[src/rtl/gf180mcu_ef_io__gpio_bank_ctrl_if.sv]
// Register access port of the GPIO bank controller: single-beat valid/ready
// request with one-cycle read data return.
interface gf180mcu_ef_io__gpio_bank_ctrl_if #(
    parameter int NCH = 8
);
    logic           valid;
    logic           we;
    logic [3:0]     addr;
    logic [NCH-1:0] wdata;
    logic           ready;
    logic [NCH-1:0] rdata;

    modport master (
        output valid, we, addr, wdata,
        input  ready, rdata
    );

    modport slave (
        input  valid, we, addr, wdata,
        output ready, rdata
    );
endinterface

[src/rtl/gf180mcu_ef_io__gpio_bank_ctrl.sv]
// Per-pin configuration, input synchronisation, edge interrupts and
// break-before-make sequencing for a bank of gf180mcu bidirectional pads.
module gf180mcu_ef_io__gpio_bank_ctrl #(
    parameter int NCH         = 8,
    parameter int SYNC_STAGES = 2,
    parameter int SETTLE      = 4
) (
    input  logic                clk_i,
    input  logic                rn_i,
    gf180mcu_ef_io__gpio_bank_ctrl_if.slave reg_if,
    input  logic [NCH-1:0]      pad_y_i,
    output logic [NCH-1:0]      pad_a_o,
    output logic [NCH-1:0]      pad_oe_o,
    output logic [NCH-1:0]      pad_ie_o,
    output logic [NCH-1:0]      pad_pu_o,
    output logic [NCH-1:0]      pad_pd_o,
    output logic [NCH-1:0]      pad_cs_o,
    output logic [NCH-1:0]      pad_sl_o,
    output logic [NCH-1:0]      pad_pdrv0_o,
    output logic [NCH-1:0]      pad_pdrv1_o,
    output logic                irq_o
);

    localparam logic [3:0] A_OUT   = 4'd0;
    localparam logic [3:0] A_OE    = 4'd1;
    localparam logic [3:0] A_IE    = 4'd2;
    localparam logic [3:0] A_PU    = 4'd3;
    localparam logic [3:0] A_PD    = 4'd4;
    localparam logic [3:0] A_CS    = 4'd5;
    localparam logic [3:0] A_SL    = 4'd6;
    localparam logic [3:0] A_DRV0  = 4'd7;
    localparam logic [3:0] A_DRV1  = 4'd8;
    localparam logic [3:0] A_IN    = 4'd9;
    localparam logic [3:0] A_PEND  = 4'd10;
    localparam logic [3:0] A_IRQEN = 4'd11;

    localparam logic [3:0] CNT_LAST = 4'(SETTLE - 1);

    typedef enum logic [1:0] {
        ST_IDLE  = 2'd0,
        ST_BREAK = 2'd1,
        ST_APPLY = 2'd2
    } state_e;

    state_e state_q, state_d;
    logic [3:0]     cnt_q, cnt_d;
    logic [NCH-1:0] ch_q, ch_d;
    logic [3:0]     sh_addr_q, sh_addr_d;
    logic [NCH-1:0] sh_data_q, sh_data_d;

    logic [NCH-1:0] out_q, out_d;
    logic [NCH-1:0] oe_q, oe_d;
    logic [NCH-1:0] ie_q, ie_d;
    logic [NCH-1:0] pu_q, pu_d;
    logic [NCH-1:0] pd_q, pd_d;
    logic [NCH-1:0] cs_q, cs_d;
    logic [NCH-1:0] sl_q, sl_d;
    logic [NCH-1:0] drv0_q, drv0_d;
    logic [NCH-1:0] drv1_q, drv1_d;
    logic [NCH-1:0] irq_en_q, irq_en_d;
    logic [NCH-1:0] pend_q, pend_d;
    logic           irq_q, irq_d;
    logic [NCH-1:0] rdata_q, rdata_d;

    logic [SYNC_STAGES-1:0][NCH-1:0] sync_q, sync_d;
    logic [NCH-1:0] in_prev_q, in_prev_d;

    logic           ready;
    logic           acc, wr_acc, rd_acc;
    logic           is_elec;
    logic           commit;
    logic [NCH-1:0] cur_elec;
    logic [NCH-1:0] new_ch;
    logic [NCH-1:0] w1c;
    logic [NCH-1:0] in_val;
    logic [NCH-1:0] rise;
    logic [NCH-1:0] rd_val;

    assign ready  = (state_q == ST_IDLE);
    assign acc    = reg_if.valid & ready;
    assign wr_acc = acc & reg_if.we;
    assign rd_acc = acc & ~reg_if.we;

    assign is_elec = (reg_if.addr >= A_CS) && (reg_if.addr <= A_DRV1);

    always_comb begin
        cur_elec = '0;
        case (reg_if.addr)
            A_CS:    cur_elec = cs_q;
            A_SL:    cur_elec = sl_q;
            A_DRV0:  cur_elec = drv0_q;
            A_DRV1:  cur_elec = drv1_q;
            default: cur_elec = '0;
        endcase
    end

    assign new_ch = reg_if.wdata ^ cur_elec;

    // IE gates the live value so clearing IE drops IN at once without an edge.
    assign in_val = sync_q[SYNC_STAGES-1] & ie_q;
    assign rise   = in_val & ~in_prev_q;

    // Reconfiguration sequencer; a write that changes nothing never leaves IDLE.
    always_comb begin
        state_d   = state_q;
        cnt_d     = cnt_q;
        ch_d      = ch_q;
        sh_addr_d = sh_addr_q;
        sh_data_d = sh_data_q;
        commit    = 1'b0;
        case (state_q)
            ST_IDLE: begin
                if (wr_acc && is_elec && (new_ch != '0)) begin
                    state_d   = ST_BREAK;
                    cnt_d     = '0;
                    ch_d      = new_ch;
                    sh_addr_d = reg_if.addr;
                    sh_data_d = reg_if.wdata;
                end
            end
            ST_BREAK: begin
                if (cnt_q == CNT_LAST) begin
                    state_d = ST_APPLY;
                    commit  = 1'b1;
                end else begin
                    cnt_d = cnt_q + 4'd1;
                end
            end
            ST_APPLY: begin
                state_d = ST_IDLE;
                ch_d    = '0;
            end
            default: begin
                state_d = ST_IDLE;
            end
        endcase
    end

    always_comb begin
        out_d    = out_q;
        oe_d     = oe_q;
        ie_d     = ie_q;
        pu_d     = pu_q;
        pd_d     = pd_q;
        cs_d     = cs_q;
        sl_d     = sl_q;
        drv0_d   = drv0_q;
        drv1_d   = drv1_q;
        irq_en_d = irq_en_q;
        w1c      = '0;
        if (wr_acc) begin
            case (reg_if.addr)
                A_OUT:   out_d    = reg_if.wdata;
                A_OE:    oe_d     = reg_if.wdata;
                A_IE:    ie_d     = reg_if.wdata;
                A_PU:    pu_d     = reg_if.wdata;
                A_PD:    pd_d     = reg_if.wdata;
                A_PEND:  w1c      = reg_if.wdata;
                A_IRQEN: irq_en_d = reg_if.wdata;
                default: ;
            endcase
        end
        if (commit) begin
            case (sh_addr_q)
                A_CS:    cs_d   = sh_data_q;
                A_SL:    sl_d   = sh_data_q;
                A_DRV0:  drv0_d = sh_data_q;
                A_DRV1:  drv1_d = sh_data_q;
                default: ;
            endcase
        end
    end

    always_comb begin
        rd_val = '0;
        case (reg_if.addr)
            A_OUT:   rd_val = out_q;
            A_OE:    rd_val = oe_q;
            A_IE:    rd_val = ie_q;
            A_PU:    rd_val = pu_q;
            A_PD:    rd_val = pd_q;
            A_CS:    rd_val = cs_q;
            A_SL:    rd_val = sl_q;
            A_DRV0:  rd_val = drv0_q;
            A_DRV1:  rd_val = drv1_q;
            A_IN:    rd_val = in_val;
            A_PEND:  rd_val = pend_q;
            A_IRQEN: rd_val = irq_en_q;
            default: rd_val = '0;
        endcase
    end

    // A new edge in the same cycle as its W1C keeps the bit set.
    assign pend_d    = (pend_q & ~w1c) | rise;
    assign irq_d     = |(pend_q & irq_en_q);
    assign rdata_d   = rd_acc ? rd_val : rdata_q;
    assign sync_d    = {sync_q[SYNC_STAGES-2:0], pad_y_i & ie_q};
    assign in_prev_d = in_val;

    always_ff @(posedge clk_i) begin
        if (!rn_i) begin
            state_q   <= ST_IDLE;
            cnt_q     <= '0;
            ch_q      <= '0;
            sh_addr_q <= '0;
            sh_data_q <= '0;
            out_q     <= '0;
            oe_q      <= '0;
            ie_q      <= '0;
            pu_q      <= '0;
            pd_q      <= '0;
            cs_q      <= '0;
            sl_q      <= '0;
            drv0_q    <= '0;
            drv1_q    <= '0;
            irq_en_q  <= '0;
            pend_q    <= '0;
            irq_q     <= 1'b0;
            rdata_q   <= '0;
            sync_q    <= '0;
            in_prev_q <= '0;
        end else begin
            state_q   <= state_d;
            cnt_q     <= cnt_d;
            ch_q      <= ch_d;
            sh_addr_q <= sh_addr_d;
            sh_data_q <= sh_data_d;
            out_q     <= out_d;
            oe_q      <= oe_d;
            ie_q      <= ie_d;
            pu_q      <= pu_d;
            pd_q      <= pd_d;
            cs_q      <= cs_d;
            sl_q      <= sl_d;
            drv0_q    <= drv0_d;
            drv1_q    <= drv1_d;
            irq_en_q  <= irq_en_d;
            pend_q    <= pend_d;
            irq_q     <= irq_d;
            rdata_q   <= rdata_d;
            sync_q    <= sync_d;
            in_prev_q <= in_prev_d;
        end
    end

    // Only the channels being reconfigured lose their driver during BREAK.
    assign pad_oe_o    = (state_q == ST_BREAK) ? (oe_q & ~ch_q) : oe_q;
    assign pad_a_o     = out_q;
    assign pad_ie_o    = ie_q;
    assign pad_pu_o    = pu_q & ~pd_q;
    assign pad_pd_o    = pd_q;
    assign pad_cs_o    = cs_q;
    assign pad_sl_o    = sl_q;
    assign pad_pdrv0_o = drv0_q;
    assign pad_pdrv1_o = drv1_q;
    assign irq_o       = irq_q;

    assign reg_if.ready = ready;
    assign reg_if.rdata = rdata_q;

endmodule
[src/flat_wrapper.sv]
// flat-port wrapper written by rule: the top's interface ports become plain ports
module gf180mcu_ef_io__gpio_bank_ctrl_flat 
#(
    parameter int NCH         = 8,
    parameter int SYNC_STAGES = 2,
    parameter int SETTLE      = 4
)
  (clk_i, rn_i, pad_y_i, pad_a_o, pad_oe_o, pad_ie_o, pad_pu_o, pad_pd_o, pad_cs_o, pad_sl_o, pad_pdrv0_o, pad_pdrv1_o, irq_o, reg_if_valid, reg_if_we, reg_if_addr, reg_if_wdata, reg_if_ready, reg_if_rdata);
  gf180mcu_ef_io__gpio_bank_ctrl_if #(.NCH(NCH)) reg_if_i ();
  input  logic clk_i;
  input  logic rn_i;
  input  logic [NCH-1:0] pad_y_i;
  output logic [NCH-1:0] pad_a_o;
  output logic [NCH-1:0] pad_oe_o;
  output logic [NCH-1:0] pad_ie_o;
  output logic [NCH-1:0] pad_pu_o;
  output logic [NCH-1:0] pad_pd_o;
  output logic [NCH-1:0] pad_cs_o;
  output logic [NCH-1:0] pad_sl_o;
  output logic [NCH-1:0] pad_pdrv0_o;
  output logic [NCH-1:0] pad_pdrv1_o;
  output logic irq_o;
  input wire logic [$bits(reg_if_i.valid)-1:0] reg_if_valid;
  input wire logic [$bits(reg_if_i.we)-1:0] reg_if_we;
  input wire logic [$bits(reg_if_i.addr)-1:0] reg_if_addr;
  input wire logic [$bits(reg_if_i.wdata)-1:0] reg_if_wdata;
  output wire logic [$bits(reg_if_i.ready)-1:0] reg_if_ready;
  output wire logic [$bits(reg_if_i.rdata)-1:0] reg_if_rdata;
  assign reg_if_i.valid = reg_if_valid;
  assign reg_if_i.we = reg_if_we;
  assign reg_if_i.addr = reg_if_addr;
  assign reg_if_i.wdata = reg_if_wdata;
  assign reg_if_ready = reg_if_i.ready;
  assign reg_if_rdata = reg_if_i.rdata;
  gf180mcu_ef_io__gpio_bank_ctrl #(.NCH(NCH), .SYNC_STAGES(SYNC_STAGES), .SETTLE(SETTLE)) u_core (.clk_i(clk_i), .rn_i(rn_i), .reg_if(reg_if_i), .pad_y_i(pad_y_i), .pad_a_o(pad_a_o), .pad_oe_o(pad_oe_o), .pad_ie_o(pad_ie_o), .pad_pu_o(pad_pu_o), .pad_pd_o(pad_pd_o), .pad_cs_o(pad_cs_o), .pad_sl_o(pad_sl_o), .pad_pdrv0_o(pad_pdrv0_o), .pad_pdrv1_o(pad_pdrv1_o), .irq_o(irq_o));
endmodule
[config.mk]
export PLATFORM = sky130hd
export DESIGN_NAME = gf180mcu_ef_io__gpio_bank_ctrl_flat
export DESIGN_NICKNAME = d
export VERILOG_FILES = /design/src/rtl/gf180mcu_ef_io__gpio_bank_ctrl_if.sv /design/src/rtl/gf180mcu_ef_io__gpio_bank_ctrl.sv /design/src/flat_wrapper.sv
export SDC_FILE = /design/constraint.sdc
export NUM_CORES = 1
export LEC_CHECK = 0
export CELL_PAD_IN_SITES_DETAIL_PLACEMENT = 0
export CELL_PAD_IN_SITES_GLOBAL_PLACEMENT = 1
export CORE_MARGIN = 4
export CORE_UTILIZATION = 43
export CTS_BUF_LIST = sky130_fd_sc_hd__clkbuf_4 sky130_fd_sc_hd__clkbuf_8 sky130_fd_sc_hd__clkbuf_16
export CTS_CLUSTER_SIZE = 25
export DETAILED_ROUTE_END_ITERATION = 7
export GPL_TIMING_DRIVEN = 1
export PLACE_DENSITY_LB_ADDON = 0.1
export REMOVE_ABC_BUFFERS = 1
export SETUP_SLACK_MARGIN = 0.15
export SLEW_MARGIN = 25
export SYNTH_ARGS = -nofsm -noshare
export SYNTH_HDL_FRONTEND = slang
export SYNTH_SLANG_ARGS = --single-unit
[constraint.sdc]
create_clock -name clk_i -period 7.15 [get_ports clk_i]
set_input_delay 1.7875 -clock clk_i [delete_from_list [all_inputs] [get_ports clk_i]]
set_output_delay 1.7875 -clock clk_i [all_outputs]
set_load 0.005 [all_outputs]
Yosys cells after proc, flatten, opt, wreduce, memory -nomap -nowiden

Index checks and enable logic that the tools add are counted.

Flip-flop bits (word level): 147
Input bits: 24
Output and inout port bits: 82

Add/sub/neg operators: 1
Magnitude comparators: 2
Equality and inequality tests: 21
Muxes and demuxes: 15
Bitwise gates (word level): 17
Reductions and logical operators: 23

Operator list:

| kind                | number |
|---|---|
| $pmux 8 s12         | 1 |
| $and 8x8->8         | 7 |
| $mux 8              | 4 |
| $not 8->8           | 4 |
| $pmux 8 s4          | 1 |
| $eq 4x3->1 const B  | 7 |
| $reduce_and 2->1    | 13 |
| $eq 4x4->1 const B  | 5 |
| $pmux 8 s2          | 1 |
| $eq 4x2->1 const B  | 3 |
| $mux 4              | 2 |
| $or 8x8->8          | 1 |
| $pmux 4 s2          | 1 |
| $reduce_bool 8->1   | 1 |
| $reduce_or 8->1     | 1 |
| $xor 8x8->8         | 1 |
| $add 4x1->4 const B | 1 |
| $eq 4x1->1 const B  | 1 |
| $ge 4x3->1 const B  | 1 |
| $le 4x4->1 const B  | 1 |
| $logic_not 4->1     | 1 |
| $mux 2              | 2 |
| $ne 2x2->1 const B  | 2 |
| $pmux 2 s2          | 1 |
| other kinds (10)    | 16 |

Depth between registers and ports, before layout

Gate-level depths: netlist of run 1.

Word-level depth: 7
Mapped depth: 11
Depth with buffers taken out: 7

Worst setup path before layout of run 1

OpenSTA, ideal clock, no wires.

Path type: input to register
Start point: input port reg_if_addr[2]
End point: register u_core.sh_addr_q[1]
Library setup time: 0.128 ns
Arrival time: 3.698 ns
Data required time: 7.022 ns
Slack: 3.325 ns
Cell stages on the path: 10
Path through: buf_4 > and3b_1 > buf_2 > a21o_1 > o221ai_2 > nand4_2 > o41ai_4 > buf_6 > mux2i_1 > nor2_1

Word-level cells in the longest chain between the ends: 6
Elaborated cells on any way between the ends: 13
Classes of those cells: order compare (2); eq/ne (4); mux (1); bitwise (1); reduce/logical (5)

RTL lines:

| what                                     | RTL line                              | RTL |
|---|---|---|
| from (decl)                              | flat_wrapper.sv:25                    | `input wire logic [$bits(reg_if_i.addr)-1:0] reg_if_addr;` |
| $eq 4x4->1 or $eq 4x3->1 (tied branches) | gf180mcu_ef_io__gpio_bank_ctrl.sv:88  | `case (reg_if.addr)` |
| $pmux 8 s4                               | gf180mcu_ef_io__gpio_bank_ctrl.sv:88  |  |
| $xor 8x8->8                              | gf180mcu_ef_io__gpio_bank_ctrl.sv:97  | `assign new_ch = reg_if.wdata ^ cur_elec;` |
| $reduce_bool 8->1                        | gf180mcu_ef_io__gpio_bank_ctrl.sv:113 | `if (wr_acc && is_elec && (new_ch != '0)) begin` |
| $logic_and 1x1->1 (*)                    | gf180mcu_ef_io__gpio_bank_ctrl.sv:113 |  |
| $reduce_and 2->1 (no source line) (*)    | n/a                                   |  |
| to (signal assigned)                     | gf180mcu_ef_io__gpio_bank_ctrl.sv:226 | `sh_addr_q <= sh_addr_d;` |
| to (decl)                                | gf180mcu_ef_io__gpio_bank_ctrl.sv:48  | `logic [3:0] sh_addr_q, sh_addr_d;` |

Mark *: on every way between the ends. The rest lies on a longest branch, timed or not.
A chain may end at the register's enable or synchronous reset.

Worst setup path after layout of run 1

Start point: input port reg_if_addr[3]
End point: register u_core.sh_addr_q[2]

The elaborated chain is that of the path after synthesis.

==> qor.yml, run 1 <==
worst_setup_path:
  path_delay_family: "buffers and inverters"
  worstPathArrival_ns: 5.21
  slowest_stage: "clkdlybuf4s50_1"
  required_ns: 7.43
  crit_type: "in2reg"
  crit_path_max_fanout: 25
  crit_chain: "clkdlybuf4s50_1 -> and3b_1 -> a21o_1 -> o221ai_2 -> nand4_2 -> o41ai_4 -> buf_12 -> mux2i_1 -> nor2_1"
  critPathMaxStageDelay_ns: 1.08
  end_kind: "flop"
  worst_setup_path_start_kind: "input pin"
  critPathBufInv: 2
  reg2reg_slack_ns: 4.46
sta:
  relSlewSlack_pct: 37.4
  max_clock_freq_mhz: 203
  post-route-period-util_pct: 69.0
  fin_crit_ns: 4.93
  finClkSkew_ns: 0.00981
  setup_viol: 0
  fin_tns_setup_ns: 0
  maxSlewViolCount: 0
  rsz0062_at_grt: "false"
  tightest_slew_ns: 0.939
  hold_viol_final: 0
route:
  dr.first_iter.drc_count: 480
  vias: 5819
  wirelength_um: 19400
  viasPerCell: 5.71
  drtAntennaViolNets: 0
  drtPass1Iterations: 6
  drt-wirelength-per-cell_um: 19.1
  drc: 0
global_routing:
  antenna_found_initial: 0
  grt_max_degree: 61
  grt_usage_pct: 22.5
  grt_pass1_vias: 5727
  grt_use_met2_pct: 35.4
  met1_usage_pct: 30.9
  grt_pass1_wl_um: 31400
  use_met3_pct: 5.28
  busiest_layer: "met2"
  grt-ovfl-total: 0
power:
  irDropWorstVdd_v: 0.000175
  switching_share_pct: 22.4
  power.density_nw_per_um2: 226
  switchingPower_w: 0.000419
  leakage_nw: 3.18
  pwr-share-seq_pct: 44.6
  clockPowerShare_pct: 49.1
  total_power_w: 0.00187
  p_int_w: 0.00145
  comb_power_share_pct: 6.3
floorplan:
  fp.dieH_um: 131
  die_x_um: 131
  core_um2: 14800
  dieArea_um2: 17300
  floorplan.initialDensity_pct: 44.4
  io-pin-count: 106
  placementRows: 44
cts:
  postCtsHoldBufs: 0
  h-tree-depth: 4
  clk-insertion-delay-late_ns: 0.42
  ctsResizeCount: 0
  cts_tree: "built"
  cts.sinks: 147
  clockBufferDepth: 2
  cts_root_buf: "clkbuf_16"
  post-cts-setup-buffers: 0
  cts.clk_slew.worst_paths_ns: 0.06
  cts-buffers-inserted: 17
synth:
  yosys_register_bits: 147
  synth.top_cell.area_share_pct: 44.9
  ys_warn_count: 0
  synth.most_common_cell: "dfxtp_1"
  synth_edf_count: 0
  ys_seq_area_share_pct: 44.9
  synth.distinct_cells: 62
  avgSynthCellArea_um2: 8.84
  syn_area_um2: 6560
  synth.largest_area_cell: "dfxtp_1"
  syn_inst: 742
  ys.flop_type: "dfxtp_1"
  synthArstFlopShare_pct: 0
  ys_top_cells_by_count: "147 x dfxtp_1, 91 x nor2_1, 71 x nand2_1"
  synthTopCellsByArea: "dfxtp_1 45%, mux2i_1 10%, nor2_1 5.2%"
placed_design:
  place_hpwl_um: 13700
  dp.cells: 989
  port_buffers: 105
  gp_congestion: 0.846
  placed_area_um2: 7680
job:
  drv_cap: 0
cells_and_area:
  syn2layout_area_growth_pct: 26.5
  layout-drive-gt1-share_pct: 7.90
  finalNetCount: 849
  antenna_cells: 0
  final_util_pct: 56.2
  final_area_um2: 8290
  finalNonFillerCells: 1019
outcome:
  status: "completed"
min_path:
  hold_class: "reg2reg"
-- layout make-up --
cell class,count,area (µm²)
well taps,184,230
fillers,1337,6460
clock inverters,9,129
repair buffers,117,1150
inverters,12,45.0
clock buffers,21,480
multi-input cells,529,3320
flip-flops and latches,147,2940
-- cells in the final DEF (no fill, tap or decap), types with 3 or more instances in the layout --
| cell type | instances |
|---|---|
| a32oi_1 | 3 |
| a32o_1 | 5 |
| nor2_1 | 90 |
| clkinv_2 | 3 |
| buf_4 | 11 |
| nand4b_1 | 6 |
| a21boi_0 | 8 |
| a22oi_1 | 11 |
| nor2b_1 | 12 |
| clkdlybuf4s50_1 | 104 |
| nand4bb_1 | 6 |
| nor3_1 | 7 |
| mux2_2 | 4 |
| o22ai_1 | 6 |
| clkbuf_8 | 4 |
| dfxtp_1 | 147 |
| and3_1 | 22 |
| clkbuf_16 | 17 |
| nand2_1 | 71 |
| and2_1 | 16 |
| o221ai_2 | 4 |
| inv_1 | 11 |
| nand3_1 | 48 |
| o21ai_0 | 7 |
| bufinv_16 | 3 |
| a21oi_1 | 67 |
| nand2b_1 | 6 |
| mux2i_1 | 68 |
| a31oi_1 | 3 |
| o21a_1 | 7 |
| mux2_4 | 4 |
| or3_1 | 3 |
| a21o_1 | 8 |
-- power groups by stage --
stage	registers [W]	clock network (W)	logic, W
floorplan	0.000850	0	0.0000485
global placement	0.000852	0	0.000115
detailed placement	0.000852	0	0.000116
CTS	0.000834	0.000933	0.000117
global route	0.000835	0.000969	0.000127
finish	0.000834	0.000919	0.000117
-- cells by family (layout without fill, tap and decap cells) --
group	after synthesis	after routing	synth area share, %
buffers and inverters	66	159	4.66
adder cells (fa/ha/maj)	1	1	0.191
multiplexers	76	76	12.0
XOR/XNOR	2	2	0.267
AO/OA/AOI/OAI	149	149	15.5
flip-flops	147	147	44.9
AND/OR/NAND/NOR	301	301	22.5
-- metrics by stage --
stage	setup slack, ns	hold WS, ns
3_5_place_dp	1.81	0.420
5_1_grt	2.03	0.454
4_1_cts	2.25	0.432
2_1_floorplan	2.54	0.412
3_3_place_gp	1.92	0.414
6_report	2.22	0.430
-- per-layer routing --
metal | share of wire, % | up-vias
met1 | 46 | 2819
met2 | 46 | 199
li1 | - | 2785
met5 | 0 | -
met3 | 5.9 | 16
met4 | 1.3 | 0
-- worst paths after layout --
path | start | to | cells after the start
worst max-delay path | reg_if_addr[3] | u_core.sh_addr_q[2] | 9
worst min-delay path | u_core.sync_d[12] | u_core.sync_q[12] | 1
worst max register to register | u_core.pad_sl_o[6] | u_core.sh_addr_q[2] | 8
worst min register to register | u_core.sync_d[12] | u_core.sync_q[12] | 1
Note: power is estimated with default switching activity, not from simulation.
==> run 2: changes to the inputs <==
CORE_UTILIZATION = 36   (was 43)
clock period = 4.2 ns   (was 7.15 ns; I/O delays follow)
==> run 2 against run 1 <==
Net effect: clock skew fell by 0.0033 ns; global-route usage fell by 1.6 points; combinational power rose by 91%; first-iteration DRC count fell by 15%; setup slack got worse by 1.5 ns; worst hold slack improved by 0.0021 ns; largest cell class unchanged.
==> qor.yml, run 2 (same netlist as run 1, synthesis figures left out) <==
power:
  comb_power_share_pct: 6.8  # +0.5 points
  irDropWorstVdd_v: 0.000274  # +56%
  p_int_w: 0.00252  # +74%
  leakage_nw: 3.31  # +4.0%
  pwr-share-seq_pct: 43.4  # -1.2 points
  switching_share_pct: 22.9  # +0.53 points
  total_power_w: 0.00327  # +75%
  switchingPower_w: 0.000750  # +79%
  power.density_nw_per_um2: 382  # +69%
  clockPowerShare_pct: 49.8  # +0.7 points
global_routing:
  grt_pass1_wl_um: 32800  # +4.4%
  grt-ovfl-total: 0  # unchanged
  grt_pass1_vias: 5774  # +0.82%
  antenna_found_initial: 0  # unchanged
  grt_max_degree: 42  # -31%
  grt_usage_pct: 20.9  # -1.6 points
cts:
  cts_tree: "built"
  ctsResizeCount: 0  # unchanged
  cts.sinks: 147  # unchanged
  clk-insertion-delay-late_ns: 0.42  # about the same
  post-cts-setup-buffers: 0  # unchanged
  cts-buffers-inserted: 17  # unchanged
  h-tree-depth: 4  # unchanged
  clockBufferDepth: 2  # unchanged
  cts_root_buf: "clkbuf_16"
  cts.clk_slew.worst_paths_ns: 0.06  # about the same
  postCtsHoldBufs: 0  # unchanged
cells_and_area:
  layout_common_cells: "147 x dfxtp_1, 104 x clkdlybuf4s50_1, 90 x nor2_1"
  syn2layout_area_growth_pct: 30.6
  antenna_cells: 0  # unchanged
  finalNonFillerCells: 1089  # +6.9%
  final_common_cell: "dfxtp_1"
  layout-drive-gt1-share_pct: 10.6  # +2.7 points
  regArea_um2: 2940  # unchanged
  fillCellCount: 1724  # +29%
  multi_input_area_um2: 3320  # unchanged
  finalNetCount: 872  # +2.7%
floorplan:
  core_um2: 18000  # +22%
  placementRows: 49  # +11%
  fp.dieH_um: 143  # +8.7%
  io-pin-count: 106  # unchanged
  die_x_um: 143  # +8.7%
  dieArea_um2: 20400  # +18%
  floorplan.initialDensity_pct: 36.5  # -7.9 points
placed_design:
  port_buffers: 105  # unchanged
  dp.cells: 1057  # +6.9%
  place_hpwl_um: 15500  # +13%
  post-place-ws_ns: 0.316  # -1.50 ns
  gp_congestion: 0.855  # +1.1%
route:
  drt-wirelength-per-cell_um: 19.4  # +1.5%
  drc: 0  # unchanged
  dr.first_iter.drc_count: 408  # -15%
  vias: 5893  # +1.3%
  top_layer: "met4"
  route.met3.wl_um: 1080  # -6.3%
  drtPass1Iterations: 5  # -1
  viasPerCell: 5.41  # -5.2%
  drtAntennaViolNets: 0  # unchanged
  route.met2.wl_um: 9610  # +6.7%
  wirelength_um: 21100  # +8.5%
  met1Wirelength_um: 9860  # +9.3%
worst_setup_path:
  crit_path_max_fanout: 25  # unchanged
  cp-startpoint: "reg_if_addr[2]"
  crit_type: "in2reg"
  end_kind: "flop"
  required_ns: 4.51  # -2.92 ns
  worst_setup_path_start_kind: "input pin"
  reg2reg_from: "u_core.pad_sl_o[7]"
  worstPathArrival_ns: 3.80  # -1.41 ns
sta:
  timing.final.ws_setup_ns: 0.707  # -1.51 ns
  hold_viol_final: 0  # unchanged
  relSlewSlack_pct: 44.1  # +6.7 points
  fin_tns_setup_ns: 0  # unchanged
  whs_ns: 0.432  # +0.00211 ns
  rsz0062_at_grt: "false"
  post-route-period-util_pct: 83.2
  finClkSkew_ns: 0.00649  # -0.00332 ns
  max_clock_freq_mhz: 286
  maxSlewViolCount: 0  # unchanged
  fin_crit_ns: 3.49
  tightest_slew_ns: 0.836  # -0.103 ns
  setup_viol: 0  # unchanged
min_path:
  hold_class: "reg2reg"
  min_from: "u_core.sync_d[15]"
job:
  drv_cap: 0  # unchanged
outcome:
  status: "completed"
==> run 2: worst paths after layout <==
check	to	slack, ns	cells after the start
setup reg to reg	u_core.sh_data_q[1]	1.96	8
setup / recovery	u_core.sh_data_q[1]	0.71	9
hold reg to reg	u_core.sync_q[15]	0.43	1
hold / removal	u_core.sync_q[15]	0.43	1
==> run 2: worst max-delay path, cell delays in order <==
cell             delay (ns)
clkdlybuf4s50_1        0.72
and3b_1                0.48
a21o_1                 0.23
o221ai_2               0.20
nand4_2                0.16
o41ai_4                0.45
buf_12                 0.23
mux2i_1                0.21
nor2_1                 0.05
==> run 2: area by class of cell <==
| class | instances | share of cell area [%] |
|---|---|---|
| multi-input cells | 529 | 38.8 |
| flip-flops and latches | 147 | 34.4 |
| clock inverters | 13 | 2.12 |
| clock buffers | 19 | 5.29 |
| inverters | 12 | 0.526 |
| repair buffers | 140 | 15.6 |
| well taps | 229 | 3.35 |
==> run 2: metrics by stage <==
step	area (µm²)	utilization, %
final	8560	47.6
after CTS	8560	47.6
after global placement	7920	44.1
after floorplan	6300	-
after global routing	8560	47.6
after detailed placement	7930	44.1
==> run 2: metal layers <==
| metal | GRT usage (%) | vias to the layer above |
|---|---|---|
| met5 | 0 | - |
| li1 | - | 2845 |
| met2 | 32.5 | 165 |
| met3 | 3.72 | 31 |
| met1 | 29.1 | 2852 |
| met4 | 7.60 | 0 |
==> run 2: power groups by stage <==
stage	clock [W]	combinational (W)	sequential (W)
6_report	0.00163	0.000223	0.00142
5_1_grt	0.00172	0.000239	0.00142
4_1_cts	0.00165	0.000223	0.00142
3_5_place_dp	0	0.000222	0.00145
3_3_place_gp	0	0.000219	0.00145
2_1_floorplan	0	0.0000825	0.00145
